`src/rtl/fifo_vc_if.sv`:
```
// fifo_vc_if
//   Handshake bundle for one virtual-channel FWFT FIFO.
//   Ports carried:
//     push, data_in, pop         producer/consumer requests into the FIFO
//     data_out                   head word (zero while empty)
//     empty, full                occupancy extremes
//     almost_full, almost_empty  threshold flags (almost_full pauses upstream)
//     error                      sticky overflow/underflow indication
//     count                      occupancy 0..DEPTH
//   The master modport is the side that pushes and pops.
//   The slave modport is the FIFO itself.
interface fifo_vc_if #(
  parameter int DATA_WIDTH = 6,
  parameter int ADDR_WIDTH = 2
);
  logic                  push;
  logic [DATA_WIDTH-1:0] data_in;
  logic                  pop;
  logic [DATA_WIDTH-1:0] data_out;
  logic                  empty;
  logic                  full;
  logic                  almost_full;
  logic                  almost_empty;
  logic                  error;
  logic [ADDR_WIDTH:0]   count;

  modport master (
    output push, data_in, pop,
    input  data_out, empty, full, almost_full, almost_empty, error, count
  );

  modport slave (
    input  push, data_in, pop,
    output data_out, empty, full, almost_full, almost_empty, error, count
  );
endinterface

```
`src/rtl/fifo_vc.sv`:
```
// fifo_vc
//   First-word-fall-through FIFO that feeds one virtual-channel input of the
//   transmit-layer arbiter. The same block also serves as the output FIFOs
//   behind the arbiter; in that role almost_full acts as the pause signal.
//   Ports:
//     clk      single clock; all state changes on the rising edge
//     reset_L  asynchronous active-low reset; discards all stored words
//     bus      fifo_vc_if.slave carrying push/data_in/pop in and
//              data_out/empty/full/almost_full/almost_empty/error/count out
//   The head word is always visible on data_out (zero when empty). A pop
//   advances to the next word, which appears right after the popping edge.
module fifo_vc #(
  parameter int DATA_WIDTH   = 6,
  parameter int ADDR_WIDTH   = 2,
  parameter int ALMOST_FULL  = 3,
  parameter int ALMOST_EMPTY = 1
) (
  input logic      clk,
  input logic      reset_L,
  fifo_vc_if.slave bus
);

  localparam int DEPTH = 1 << ADDR_WIDTH;
  localparam logic [ADDR_WIDTH:0] DEPTH_CNT = (ADDR_WIDTH + 1)'(DEPTH);
  localparam logic [ADDR_WIDTH:0] AF_CNT    = (ADDR_WIDTH + 1)'(ALMOST_FULL);
  localparam logic [ADDR_WIDTH:0] AE_CNT    = (ADDR_WIDTH + 1)'(ALMOST_EMPTY);

  logic [DATA_WIDTH-1:0] mem [DEPTH];
  logic [ADDR_WIDTH-1:0] rd_ptr;
  logic [ADDR_WIDTH-1:0] wr_ptr;
  logic [ADDR_WIDTH:0]   count_q;
  logic                  error_q;

  logic is_full;
  logic is_empty;
  logic do_push;
  logic do_pop;
  logic bad_op;

  // Full and empty come from the occupancy counter, not from comparing the
  // pointers: with natural pointer wrap, rd_ptr == wr_ptr in both cases.
  // When the FIFO is full, a push is still accepted if the same cycle pops.
  // The write then lands in the slot that the pop is vacating, so it is safe.
  // bad_op flags a push into a full FIFO with no pop, or a pop from an empty one.
  always_comb begin
    is_full  = (count_q == DEPTH_CNT);
    is_empty = (count_q == '0);
    do_pop   = bus.pop && !is_empty;
    do_push  = bus.push && (!is_full || do_pop);
    bad_op   = (bus.pop && is_empty) || (bus.push && is_full && !bus.pop);
  end

  // The storage array has no reset. Its contents are meaningless until
  // count says a slot holds a valid word.
  always_ff @(posedge clk) begin
    if (do_push) begin
      mem[wr_ptr] <= bus.data_in;
    end
  end

  // Pointers and occupancy. Count moves only when exactly one side is accepted.
  always_ff @(posedge clk or negedge reset_L) begin
    if (!reset_L) begin
      rd_ptr  <= '0;
      wr_ptr  <= '0;
      count_q <= '0;
    end else begin
      if (do_push) begin
        wr_ptr <= wr_ptr + 1'b1;
      end
      if (do_pop) begin
        rd_ptr <= rd_ptr + 1'b1;
      end
      case ({do_push, do_pop})
        2'b10:   count_q <= count_q + 1'b1;
        2'b01:   count_q <= count_q - 1'b1;
        default: count_q <= count_q;
      endcase
    end
  end

  // The error flag is sticky. Only reset clears it.
  always_ff @(posedge clk or negedge reset_L) begin
    if (!reset_L) begin
      error_q <= 1'b0;
    end else if (bad_op) begin
      error_q <= 1'b1;
    end
  end

  // Every flag decodes count directly, so it changes in the same cycle as count.
  assign bus.data_out     = is_empty ? '0 : mem[rd_ptr];
  assign bus.empty        = is_empty;
  assign bus.full         = is_full;
  assign bus.almost_full  = (count_q >= AF_CNT);
  assign bus.almost_empty = (count_q <= AE_CNT);
  assign bus.error        = error_q;
  assign bus.count        = count_q;

endmodule

```
`src/flat_wrapper.sv`:
```
// flat-port wrapper written by rule: the top's interface ports become plain ports
module fifo_vc_flat 
#(
  parameter int DATA_WIDTH   = 6,
  parameter int ADDR_WIDTH   = 2,
  parameter int ALMOST_FULL  = 3,
  parameter int ALMOST_EMPTY = 1
)
  (clk, reset_L, bus_push, bus_data_in, bus_pop, bus_data_out, bus_empty, bus_full, bus_almost_full, bus_almost_empty, bus_error, bus_count);
  fifo_vc_if #(.DATA_WIDTH(DATA_WIDTH), .ADDR_WIDTH(ADDR_WIDTH)) bus_i ();
  input logic clk;
  input logic reset_L;
  input wire logic [$bits(bus_i.push)-1:0] bus_push;
  input wire logic [$bits(bus_i.data_in)-1:0] bus_data_in;
  input wire logic [$bits(bus_i.pop)-1:0] bus_pop;
  output wire logic [$bits(bus_i.data_out)-1:0] bus_data_out;
  output wire logic [$bits(bus_i.empty)-1:0] bus_empty;
  output wire logic [$bits(bus_i.full)-1:0] bus_full;
  output wire logic [$bits(bus_i.almost_full)-1:0] bus_almost_full;
  output wire logic [$bits(bus_i.almost_empty)-1:0] bus_almost_empty;
  output wire logic [$bits(bus_i.error)-1:0] bus_error;
  output wire logic [$bits(bus_i.count)-1:0] bus_count;
  assign bus_i.push = bus_push;
  assign bus_i.data_in = bus_data_in;
  assign bus_i.pop = bus_pop;
  assign bus_data_out = bus_i.data_out;
  assign bus_empty = bus_i.empty;
  assign bus_full = bus_i.full;
  assign bus_almost_full = bus_i.almost_full;
  assign bus_almost_empty = bus_i.almost_empty;
  assign bus_error = bus_i.error;
  assign bus_count = bus_i.count;
  fifo_vc #(.DATA_WIDTH(DATA_WIDTH), .ADDR_WIDTH(ADDR_WIDTH), .ALMOST_FULL(ALMOST_FULL), .ALMOST_EMPTY(ALMOST_EMPTY)) u_core (.clk(clk), .reset_L(reset_L), .bus(bus_i));
endmodule
```
`config.mk`:
```
export PLATFORM = sky130hd
export DESIGN_NAME = fifo_vc_flat
export DESIGN_NICKNAME = d
export VERILOG_FILES = /design/src/rtl/fifo_vc_if.sv /design/src/rtl/fifo_vc.sv /design/src/flat_wrapper.sv
export SDC_FILE = /design/constraint.sdc
export NUM_CORES = 1
export LEC_CHECK = 0
export ABC_CLOCK_PERIOD_IN_PS = 4800
export CORE_ASPECT_RATIO = 1.4
export CORE_MARGIN = 1.5
export CORE_UTILIZATION = 25
export CTS_CLUSTER_DIAMETER = 30
export DETAILED_ROUTE_END_ITERATION = 10
export HOLD_SLACK_MARGIN = 0.03
export PLACE_DENSITY = 0.54
export SETUP_SLACK_MARGIN = 0.05
export SYNTH_ARGS = -nofsm -noshare
export SYNTH_HDL_FRONTEND = slang
export SYNTH_SLANG_ARGS = --single-unit
```
`constraint.sdc`:
```
create_clock -name clk -period 4.8 [get_ports clk]
set_clock_uncertainty 0.1 [all_clocks]
set_input_delay 0.48 -clock clk [delete_from_list [all_inputs] [get_ports clk]]
set_output_delay 0.48 -clock clk [all_outputs]
set_load 0.01 [all_outputs]
```
-- Yosys cells after proc, flatten, opt, wreduce, memory -nomap -nowiden
Memories as Yosys holds them, arrays and structs flattened.
Index checks and enable logic that the tools add are counted.
- register bits after elaboration: 8
- memory bits (writable): 24
- input bits: 10
- output and inout bits: 14
- logic and storage cells: 30
- memories: 1
- $add $sub $neg: 4
- magnitude comparators: 2
- equality and inequality tests: 3
- muxes and demuxes: 4
- reductions and logical operators: 12
- memories (name ; words ; bits a word ; read ports ; clocked after Yosys merged registers in ; write ports ; line ; source):
    u_core.mem ; 4 ; 6 ; 1 ; 0 ; 1 ; fifo_vc.sv:28 ; logic [DATA_WIDTH-1:0] mem [DEPTH];
- operators by type and width (kind ; number):
    two-way mux 6 bit ; 1
    one-hot mux 3 bit (2 select lines) ; 1
    logical AND 1 bit ; 5
    adder 2 x 1 -> 2 bit (second input constant) ; 2
    adder 3 x 1 -> 3 bit (second input constant) ; 1
    equality test 3 bit (second input constant) ; 1
    greater-or-equal comparator 3 x 2 -> 1 bit (second input constant) ; 1
    <= comparator 3 x 1 -> 1 bit (second input constant) ; 1
    zero test 1 bit ; 3
    zero test 3 bit ; 1
    subtractor 3 x 1 -> 3 bit (second input constant) ; 1
    equality test 2 x 1 -> 1 bit (second input constant) ; 1
    equality test 2 bit (second input constant) ; 1
    logical OR 1 bit ; 2
    two-way mux 1 bit ; 2
    nonzero test 2 bit ; 1

-- Longest topological paths before layout
Gate-level depths: netlist (run 1).
- word-level depth: 7
- depth in mapped cells: 8
- depth with buffers taken out: 8

-- Worst setup path before layout (run 1)
Ideal clock, no wire load.
- kind: register -> output
- start: register u_core.count_q[0] (netlist: u_core.bus.count[0])
- end: output port bus_data_out[0]
- data arrival time: 1.276 ns
- slack: 2.944 ns
- cell stages (with the launch flop): 6
- cells stage by stage: dfrtp_1 inv_1 ha_1 nand2b_2 nand2_1 o22ai_1
- longest elaborated chain between the ends: 2
- ends and longest elaborated chain (item ; line ; source):
    from (decl) ; fifo_vc.sv:31 ; logic [ADDR_WIDTH:0] count_q;
    from (signal assigned) ; fifo_vc.sv:75 ; 2'b10: count_q <= count_q + 1'b1;
    from (signal assigned) ; fifo_vc.sv:76 ; 2'b01: count_q <= count_q - 1'b1;
    from (signal assigned) ; fifo_vc.sv:77 ; default: count_q <= count_q;
    zero test 3 bit ; fifo_vc.sv:47 ; is_empty = (count_q == '0);
    two-way mux 6 bit ; fifo_vc.sv:92 ; assign bus.data_out = is_empty ? '0 : mem[rd_ptr];
    to (decl) ; flat_wrapper.sv:16 ; output wire logic [$bits(bus_i.data_out)-1:0] bus_data_out;
No other way between the ends.

-- Final worst setup path (run 1)
- start: register u_core.count_q[0] (netlist: u_core.bus.count[0])
- end: output port bus_data_out[3]
Same word-level chain as after synthesis.

==> impl_metrics.tcl, run 1 <==
set metrics [dict create \
    cts_setup_buffers 0 \
    layout_min_cycle_time_ps 2790 \
    drtIter0Drc 6 \
    hold_path.class "in2async" \
    r2r_cells 7 \
    synth_nets 117 \
    n_antenna_cell 0 \
    fin_nets 145 \
    grt_pass1_wl_um 4270 \
    dr_wl_met3_um 120 \
    firstDrtPassIters 3 \
    setup_violations 0 \
    vdd_drop_max_mv 0.261 \
    grt_antenna_before_repair 0 \
    worst_slew_pin_slew_ps 716 \
    postRouteAntennaNets 0 \
    cp.arrival_ps 2210 \
    fin_cells 195 \
    routabilityCongestion 0.740 \
    clkSlewWorstSetupHoldPaths_ps 70 \
    fin_crit_sh 0.582 \
    dp.cells 187 \
    grt_max_degree 15 \
    ys_seq_elements 32 \
    post_cts_resized 0 \
    clk_path_buf_depth 2 \
    max_freq_mhz 358 \
    cap_violations 0 \
    worstPathMaxFanout 6 \
    syn_area_per_cell_um2 14.8 \
    synth_seq_area_share 0.635 \
    syn_area_um2 1450 \
    cp-end-kind "primary output" \
    tns_ps 0 \
    ios 24 \
    syn_to_final_growth_pct 28.0 \
    ys_types 25 \
    dr.max_layer_used "met4" \
    grt_pass1_vias 884 \
    wl_met1_um 964 \
    final-seq-area_um2 921 \
    whs_ps 379 \
    crit_type "reg2out" \
    via_count 836 \
    worst_setup_path_start_kind "register" \
    syn_inst 98 \
    power.density_nw_per_um2 636 \
    leakage_nw 0.730 \
    fillCellCount 559 \
    clock_latency_ps 280 \
    clockRootBuffer "clkbuf_8" \
    die_area_um2 6270 \
    track_usage 0.0936 \
    drc_errors 0 \
    routedWlPerCell_um 12.8 \
    die_y_um 93.1 \
    finalWirelength_um 2490 \
    required_ps 4220 \
    core_um2 5570 \
    cts_tree "done" \
    layout-drive-gt1-share 0.0945 \
    cts_buffers 5 \
    met2_length_um 1350 \
    finalHoldViolations 0 \
    port_buffers 23 \
    initial_core_util 0.261 \
    via_per_inst 4.29 \
    relSlewSlack 0.522 \
    yosysWarnings 0 \
    outcome "complete, no violations" \
    grt_overflow 0 \
    htree_levels 2 \
    rsz0062_at_grt "no" \
    cts.sinks 32 \
    ctsHoldBuffers 0 \
    layout_common_cells "24 x edfxtp_1, 23 x clkdlybuf4s50_1, 12 x mux2i_1" \
    rows 32 \
    die_w_um 67.4 \
    layout_commonest_cell "edfxtp_1" \
    place_hpwl_um 1850 \
    drv_slew 0 \
    multi_input_area_um2 483 \
]
[state kept, by name, summed over array words and instances, names as in the netlist]
name	count
u_core.wr_ptr	2
u_core.bus.error	1
u_core.bus.count	3
u_core.rd_ptr	2
u_core.mem	24
[synth_stat cells]
master,n,share of area
inv_1,8,0.021
dfrtp_1,8,0.14
a21boi_4,1,0.013
nand2b_2,1,0.0060
and2_2,1,0.0052
nand2_1,2,0.0052
nor2b_4,1,0.0095
o22ai_1,7,0.030
nand2b_1,1,0.0043
mux2_4,1,0.010
mux2i_1,12,0.083
a311o_1,1,0.0069
and2_1,5,0.022
edfxtp_1,24,0.50
nand3_1,1,0.0034
a31oi_1,1,0.0043
buf_6,1,0.0078
a21oi_1,1,0.0034
xnor2_1,4,0.024
xor2_1,1,0.0060
and3_1,1,0.0043
buf_2,1,0.0034
ha_1,9,0.078
o21ai_0,2,0.0069
nor2_1,3,0.0078
[power by group]
group,leakage [nW],switching [mW],internal (mW)
Sequential,0.312,0.0661,0.374
Clock,0.0552,0.0899,0.154
Combinational,0.363,0.229,0.268
Total,0.730,0.385,0.796
[cell type report]
type	count	area share
Sequential cell	32	0.496
Multi-Input combinational cell	56	0.260
Timing Repair Buffer	23	0.124
Tap cell	68	0.0458
Clock buffer	6	0.0391
Clock inverter	2	0.0189
Inverter	8	0.0162
[path summary, 6_finish.rpt]
kind                                      from             endpoint  slack, ps
hold reg to reg               u_core.bus.error     u_core.bus.error        380
setup / recovery           u_core.bus.count[0]      bus_data_out[3]       2010
max in group asynchronous              reset_L     u_core.rd_ptr[1]       3950
min in group clk              u_core.bus.error     u_core.bus.error        380
setup reg to reg           u_core.bus.count[0]  u_core.bus.count[2]       2850
hold / removal                         reset_L     u_core.wr_ptr[1]        380
[worst max-delay path: stages, from the launching register on]
cell and delay, ps:
dfrtp_1 410, inv_1 90, ha_1 290, nand2b_2 140, nand2_1 180, o22ai_1 240
clkdlybuf4s50_1 570
[through the flow]
stage	setup slack [ps]	area [um2]	power, mW	utilization
floorplan	2940	1450	0.735	-
global placement	2350	1750	0.936	0.314
detailed placement	2290	1750	0.954	0.314
CTS	1960	1860	1.20	0.334
global route	1810	1860	1.27	0.334
finish	2010	1860	1.18	0.334
[routing by layer]
| layer | up-vias | GRT usage |
|---|---|---|
| li1 | 409 | - |
| met1 | 405 | 0.101 |
| met2 | 16 | 0.155 |
| met3 | 6 | 0.0373 |
| met4 | 0 | 0.0459 |
| met5 | - | 0 |
[kinds of logic after synthesis]
group,synth area share
XOR/XNOR,0.0302
multiplexers,0.0932
buffers and inverters,0.0319
adder cells (fa/ha/maj),0.0777
AO/OA/AOI/OAI,0.0647
AND/OR/NAND/NOR,0.0673
flip-flops,0.635
(Power assumes the default switching activity.)
==> inputs of run 2 (changes only) <==
--- a/config.mk
+++ b/config.mk
@@ -5,7 +5,7 @@
 export SDC_FILE = /design/constraint.sdc
 export NUM_CORES = 1
 export LEC_CHECK = 0
-export ABC_CLOCK_PERIOD_IN_PS = 4800
+export ABC_CLOCK_PERIOD_IN_PS = 2640
 export CORE_ASPECT_RATIO = 1.4
 export CORE_MARGIN = 1.5
 export CORE_UTILIZATION = 25
==> constraint.sdc (replaced) <==
create_clock -name clk -period 2.64 [get_ports clk]
set_clock_uncertainty 0.1 [all_clocks]
set_input_delay 0.264 -clock clk [delete_from_list [all_inputs] [get_ports clk]]
set_output_delay 0.264 -clock clk [all_outputs]
set_load 0.01 [all_outputs]
==> run 2 against run 1 <==
Clock power is 80% higher. Flip-flop and latch count unchanged. Worst setup slack lost 1800 ps. Critical path depth stayed put. Global-route usage barely moved. Critical endpoint is now bus_data_out[5]. Utilization rose by 0.47 points. Count of clock-buffer cells in the layout did not move. Sequential power is 73% higher. Non-clock buffer count up 1. Sequential share of layout area is 0.63 points lower.
==> impl_metrics.tcl, run 2 (same netlist as run 1, synthesis figures left out) <==
set metrics [dict create \
    use_met3 0.0313 \
    crit_type "reg2out" \
    drtIter0Drc 9 \
    crit_cells 6 \
    cpMaxStageDelayCell "clkdlybuf4s50_1" \
    grt_max_degree 13 \
    via_per_inst 4.22 \
    layout_common_cells "24 x edfxtp_1, 18 x clkdlybuf4s50_1, 12 x mux2i_1" \
    top_register "u_core.mem" \
    outcome "complete, no violations" \
    use_met1 0.0993 \
    worst_setup_path_start_kind "register" \
    die_area_um2 6270 \
    clockRootBuffer "clkbuf_8" \
    clock_latency_ps 270 \
    layout_commonest_cell "edfxtp_1" \
    via_count 827 \
    worst_slew_pin_slew_ps 350 \
    vdd_drop_max_mv 0.604 \
    cts_tree "done" \
    cts.sinks 32 \
    cap_violations 0 \
    postRouteAntennaNets 0 \
    drv_slew 0 \
    layout_min_cycle_time_ps 2440 \
    htree_levels 2 \
    n_antenna_cell 0 \
    grt_pass1_vias 852 \
    rsz0062_at_grt "no" \
    cp_cell_sequence "inv_1 > ha_1 > nand2b_2 > nand2_2 > o22ai_1 > clkdlybuf4s50_1" \
    ios 24 \
    finalHoldViolations 0 \
    routabilityCongestion 0.713 \
    relSlewSlack 0.766 \
    grt_pass1_wl_um 4220 \
    hold_path.class "in2async" \
    clkSlewWorstSetupHoldPaths_ps 60 \
    track_usage 0.0934 \
    required_ps 2280 \
    cp-end-kind "primary output" \
    leakage_nw 0.793 \
    power.density_nw_per_um2 1140 \
    syn_to_final_growth_pct 29.9 \
    rr_startpoint "u_core.bus.count[0]" \
    drc_errors 0 \
    reg2reg_slack_ps 670 \
    r2r-end "u_core.bus.count[2]" \
    initial_core_util 0.261 \
    grt_antenna_before_repair 0 \
    cts_buffers 5 \
    clk_path_buf_depth 2 \
    layout-drive-gt1-share 0.125 \
    crit_start "u_core.bus.count[1]" \
    whs_ps 158 \
    fin_crit_sh 0.924 \
    routedWlPerCell_um 12.5 \
    gr-max-usage-layer "met2" \
    cp-endpoint "bus_data_out[5]" \
    cpLargestDelayFamily "buffers and inverters" \
    firstDrtPassIters 2 \
    cp.arrival_ps 2070 \
    crit_path_max_incr_delay_ps 550 \
    worstPathMaxFanout 6 \
    fillCellCount 554 \
    max_freq_mhz 410 \
    critPathBufInv 2 \
    die_w_um 67.4 \
    fin_util 0.338 \
    r2r_cells 7 \
    met2_usage 0.158 \
    largest_register_ffs 24 \
    core_um2 5570 \
    fin_nets 146 \
    grt_overflow 0 \
    setup_violations 0 \
    tns_ps 0 \
    rows 32 \
    port_buffers 23 \
    die_y_um 93.1 \
    place_hpwl_um 1820 \
    finalWirelength_um 2450 \
]
-- run 2: layout make-up --
| cell class | instances | area (um2) | share of cell area |
|---|---|---|---|
| timing repair buffer | 24 | 250 | 0.133 |
| clock buffer | 6 | 72.6 | 0.0385 |
| sequential | 32 | 922 | 0.490 |
| multi-input combinational | 56 | 488 | 0.259 |
| tap | 68 | 85.1 | 0.0452 |
| clock inverter | 2 | 35.0 | 0.0186 |
| inverter | 8 | 30.0 | 0.0159 |
-- run 2: how the worst min path moves through the flow --
stage / endpoint / slack, ps / cells after the start
floorplan: u_core.bus.count[0] / -130 / 0
global placement: u_core.bus.error / 370 / 1
detailed placement: u_core.bus.error / 370 / 1
CTS: u_core.wr_ptr[0] / 160 / 1
global route: u_core.rd_ptr[1] / 180 / 1
finish: u_core.wr_ptr[0] / 160 / 1
-- run 2: per-stage QoR --
| step | cells | worst slack, ps | power (mW) | instance area (um2) |
|---|---|---|---|---|
| finish | 196 | 201 | 2.14 | 1880 |
| global placement | 188 | 407 | 1.72 | 1760 |
| global route | 196 | 52.8 | 2.30 | 1880 |
| detailed placement | 188 | 325 | 1.73 | 1760 |
| CTS | 196 | 65.2 | 2.20 | 1870 |
| floorplan | 98 | 796 | 1.34 | 1450 |
-- run 2: repair_timing --
item,in CTS,in global routing
buffers inserted,0,0
setup endpoints to repair,5,6
gates resized for setup,2,6
hold buffers,0,0
-- run 2: power breakdown --
part / internal [mW] / total [mW] / leakage, nW / switching (mW)
clock network: 0.279 / 0.439 / 0.0552 / 0.160
registers: 0.683 / 0.761 / 0.311 / 0.0785
logic: 0.480 / 0.938 / 0.427 / 0.458
-- run 2: worst reg2reg max path, stage by stage (launching register included) --
cell	delay (ps)
dfrtp_2	440
inv_1	110
ha_1	290
nand2b_2	140
and2_1	200
ha_1	360
a21oi_1	140
o22ai_1	90
-- run 2: per-layer routing --
metal / up-vias / wire length [um]
met5: - / 0
met4: 0 / 64
met3: 6 / 103
met2: 16 / 1370
met1: 396 / 918
li1: 409 / -
==> inputs of run 3 (changes only) <==
--- a/config.mk
+++ b/config.mk
@@ -5,7 +5,6 @@
 export SDC_FILE = /design/constraint.sdc
 export NUM_CORES = 1
 export LEC_CHECK = 0
-export ABC_CLOCK_PERIOD_IN_PS = 2640
 export CORE_ASPECT_RATIO = 1.4
 export CORE_MARGIN = 1.5
 export CORE_UTILIZATION = 25
@@ -13,7 +12,7 @@
 export DETAILED_ROUTE_END_ITERATION = 10
 export HOLD_SLACK_MARGIN = 0.03
 export PLACE_DENSITY = 0.54
-export SETUP_SLACK_MARGIN = 0.05
+export SETUP_SLACK_MARGIN = 0.02
 export SYNTH_ARGS = -nofsm -noshare
 export SYNTH_HDL_FRONTEND = slang
 export SYNTH_SLANG_ARGS = --single-unit
==> run 3 against run 2 <==
Via count unchanged. Die area unchanged. Non-clock buffer count unchanged. Flip-flop and latch count unchanged. Sequential share of layout area up 0.065 points. Clock power about the same. Combinational power about the same. Fmax down 0.38%. Sequential power about the same. Largest cell class unchanged. Largest power group unchanged.
==> impl_metrics.tcl, run 3 (same netlist as run 1, synthesis figures left out) <==
set metrics [dict create \
    grt_antenna_before_repair 0 \
    crit_type "reg2out" \
    via_count 827 \
    syn_to_final_growth_pct 29.7 \
    grt_overflow 0 \
    layout_commonest_cell "edfxtp_1" \
    fillCellCount 555 \
    die_area_um2 6270 \
    drtIter0Drc 11 \
    setup_violations 0 \
    port_buffers 23 \
    relSlewSlack 0.766 \
    fin_util 0.338 \
    max_freq_mhz 408 \
    whs_ps 158 \
    firstDrtPassIters 2 \
    critPathMostFrequentCell "nand2b_2" \
    routedWlPerCell_um 12.5 \
    post_cts_resized 1 \
    cap_violations 0 \
    cts_setup_buffers 0 \
    tns_ps 0 \
    worst_slew_pin_slew_ps 350 \
    cp.arrival_ps 2080 \
    place_hpwl_um 1820 \
    cp_cell_sequence "inv_1 > ha_1 > nand2b_2 > nand2b_2 > o22ai_1 > clkdlybuf4s50_1" \
    cts.sinks 32 \
    initial_core_util 0.261 \
    worst_setup_path_start_kind "register" \
    n_antenna_cell 0 \
    ctsHoldBuffers 0 \
    crit_path_max_incr_delay_ps 560 \
    cpMaxStageDelayCell "clkdlybuf4s50_1" \
    finalHoldViolations 0 \
    fin_crit_sh 0.927 \
    clk_path_buf_depth 2 \
    outcome "complete, no violations" \
    fin_nets 146 \
    track_usage 0.0934 \
    cp-end-kind "primary output" \
    rr_startpoint "u_core.bus.count[0]" \
    routabilityCongestion 0.713 \
    vdd_drop_max_mv 0.604 \
    leakage_nw 0.781 \
    hold_path.class "in2async" \
    rows 32 \
    rsz0062_at_grt "no" \
    drc_errors 0 \
    top_register "u_core.mem" \
    finalWirelength_um 2450 \
    via_per_inst 4.22 \
    ios 24 \
    die_y_um 93.1 \
    grt_pass1_wl_um 4220 \
    drv_slew 0 \
    cts_tree "done" \
    die_w_um 67.4 \
    clockRootBuffer "clkbuf_8" \
    worstPathMaxFanout 6 \
    htree_levels 2 \
    layout_common_cells "24 x edfxtp_1, 19 x clkdlybuf4s50_1, 12 x mux2i_1" \
    cts_buffers 5 \
    crit_start "u_core.bus.count[1]" \
    clkSlewWorstSetupHoldPaths_ps 60 \
    power.density_nw_per_um2 1140 \
    dp.cells 188 \
    postRouteAntennaNets 0 \
    required_ps 2280 \
    fin_cells 196 \
    layout-drive-gt1-share 0.125 \
    clock_latency_ps 270 \
    core_um2 5570 \
    layout_min_cycle_time_ps 2450 \
    grt_max_degree 13 \
    grt_pass1_vias 852 \
    largest_register_ffs 24 \
]
[run 3: through the flow]
| stage | setup WS [ps] | cell area, um2 | total power, mW |
|---|---|---|---|
| after floorplan | 796 | 1450 | 1.34 |
| after global placement | 407 | 1760 | 1.72 |
| after detailed placement | 325 | 1760 | 1.73 |
| after CTS | 25.0 | 1870 | 2.19 |
| after global routing | 42.9 | 1880 | 2.30 |
| final | 192 | 1880 | 2.14 |
[run 3: layout make-up]
cell class	count	area, um2	area share
Clock buffer	6	72.6	0.0386
Clock inverter	2	35.0	0.0186
Inverter	8	30.0	0.0160
Multi-Input combinational cell	56	488	0.259
Sequential cell	32	922	0.490
Tap cell	68	85.1	0.0452
Timing Repair Buffer	24	248	0.132
[run 3: final timing paths]
check | end | slack [ps] | depth (start not counted)
worst min register to register | u_core.bus.error | 380 | 1
min in group clk | u_core.bus.error | 380 | 1
worst max register to register | u_core.bus.count[2] | 670 | 7
max in group asynchronous | u_core.bus.count[0] | 2010 | 1
worst min-delay path | u_core.wr_ptr[0] | 160 | 1
worst max-delay path | bus_data_out[1] | 190 | 6
[run 3: layer usage]
metal | GRT usage | wire (um)
met1 | 0.0993 | 893
met2 | 0.158 | 1370
met3 | 0.0313 | 120
met4 | 0.0510 | 64
met5 | 0 | 0
[run 3: power by group]
part	switching [mW]	total, mW	internal (mW)	leakage [nW]
logic	0.457	0.940	0.483	0.415
clock network	0.160	0.440	0.279	0.0552
registers	0.0786	0.762	0.683	0.311
total	0.695	2.14	1.45	0.781
[run 3: worst max-delay path, delay by kind of cell (launching register included)]
kind / cells / cell delay (ps)
simple gates: 2 / 280
flops: 1 / 410
compound gates: 1 / 180
fa+ha+maj: 1 / 270
buf+inv: 2 / 660
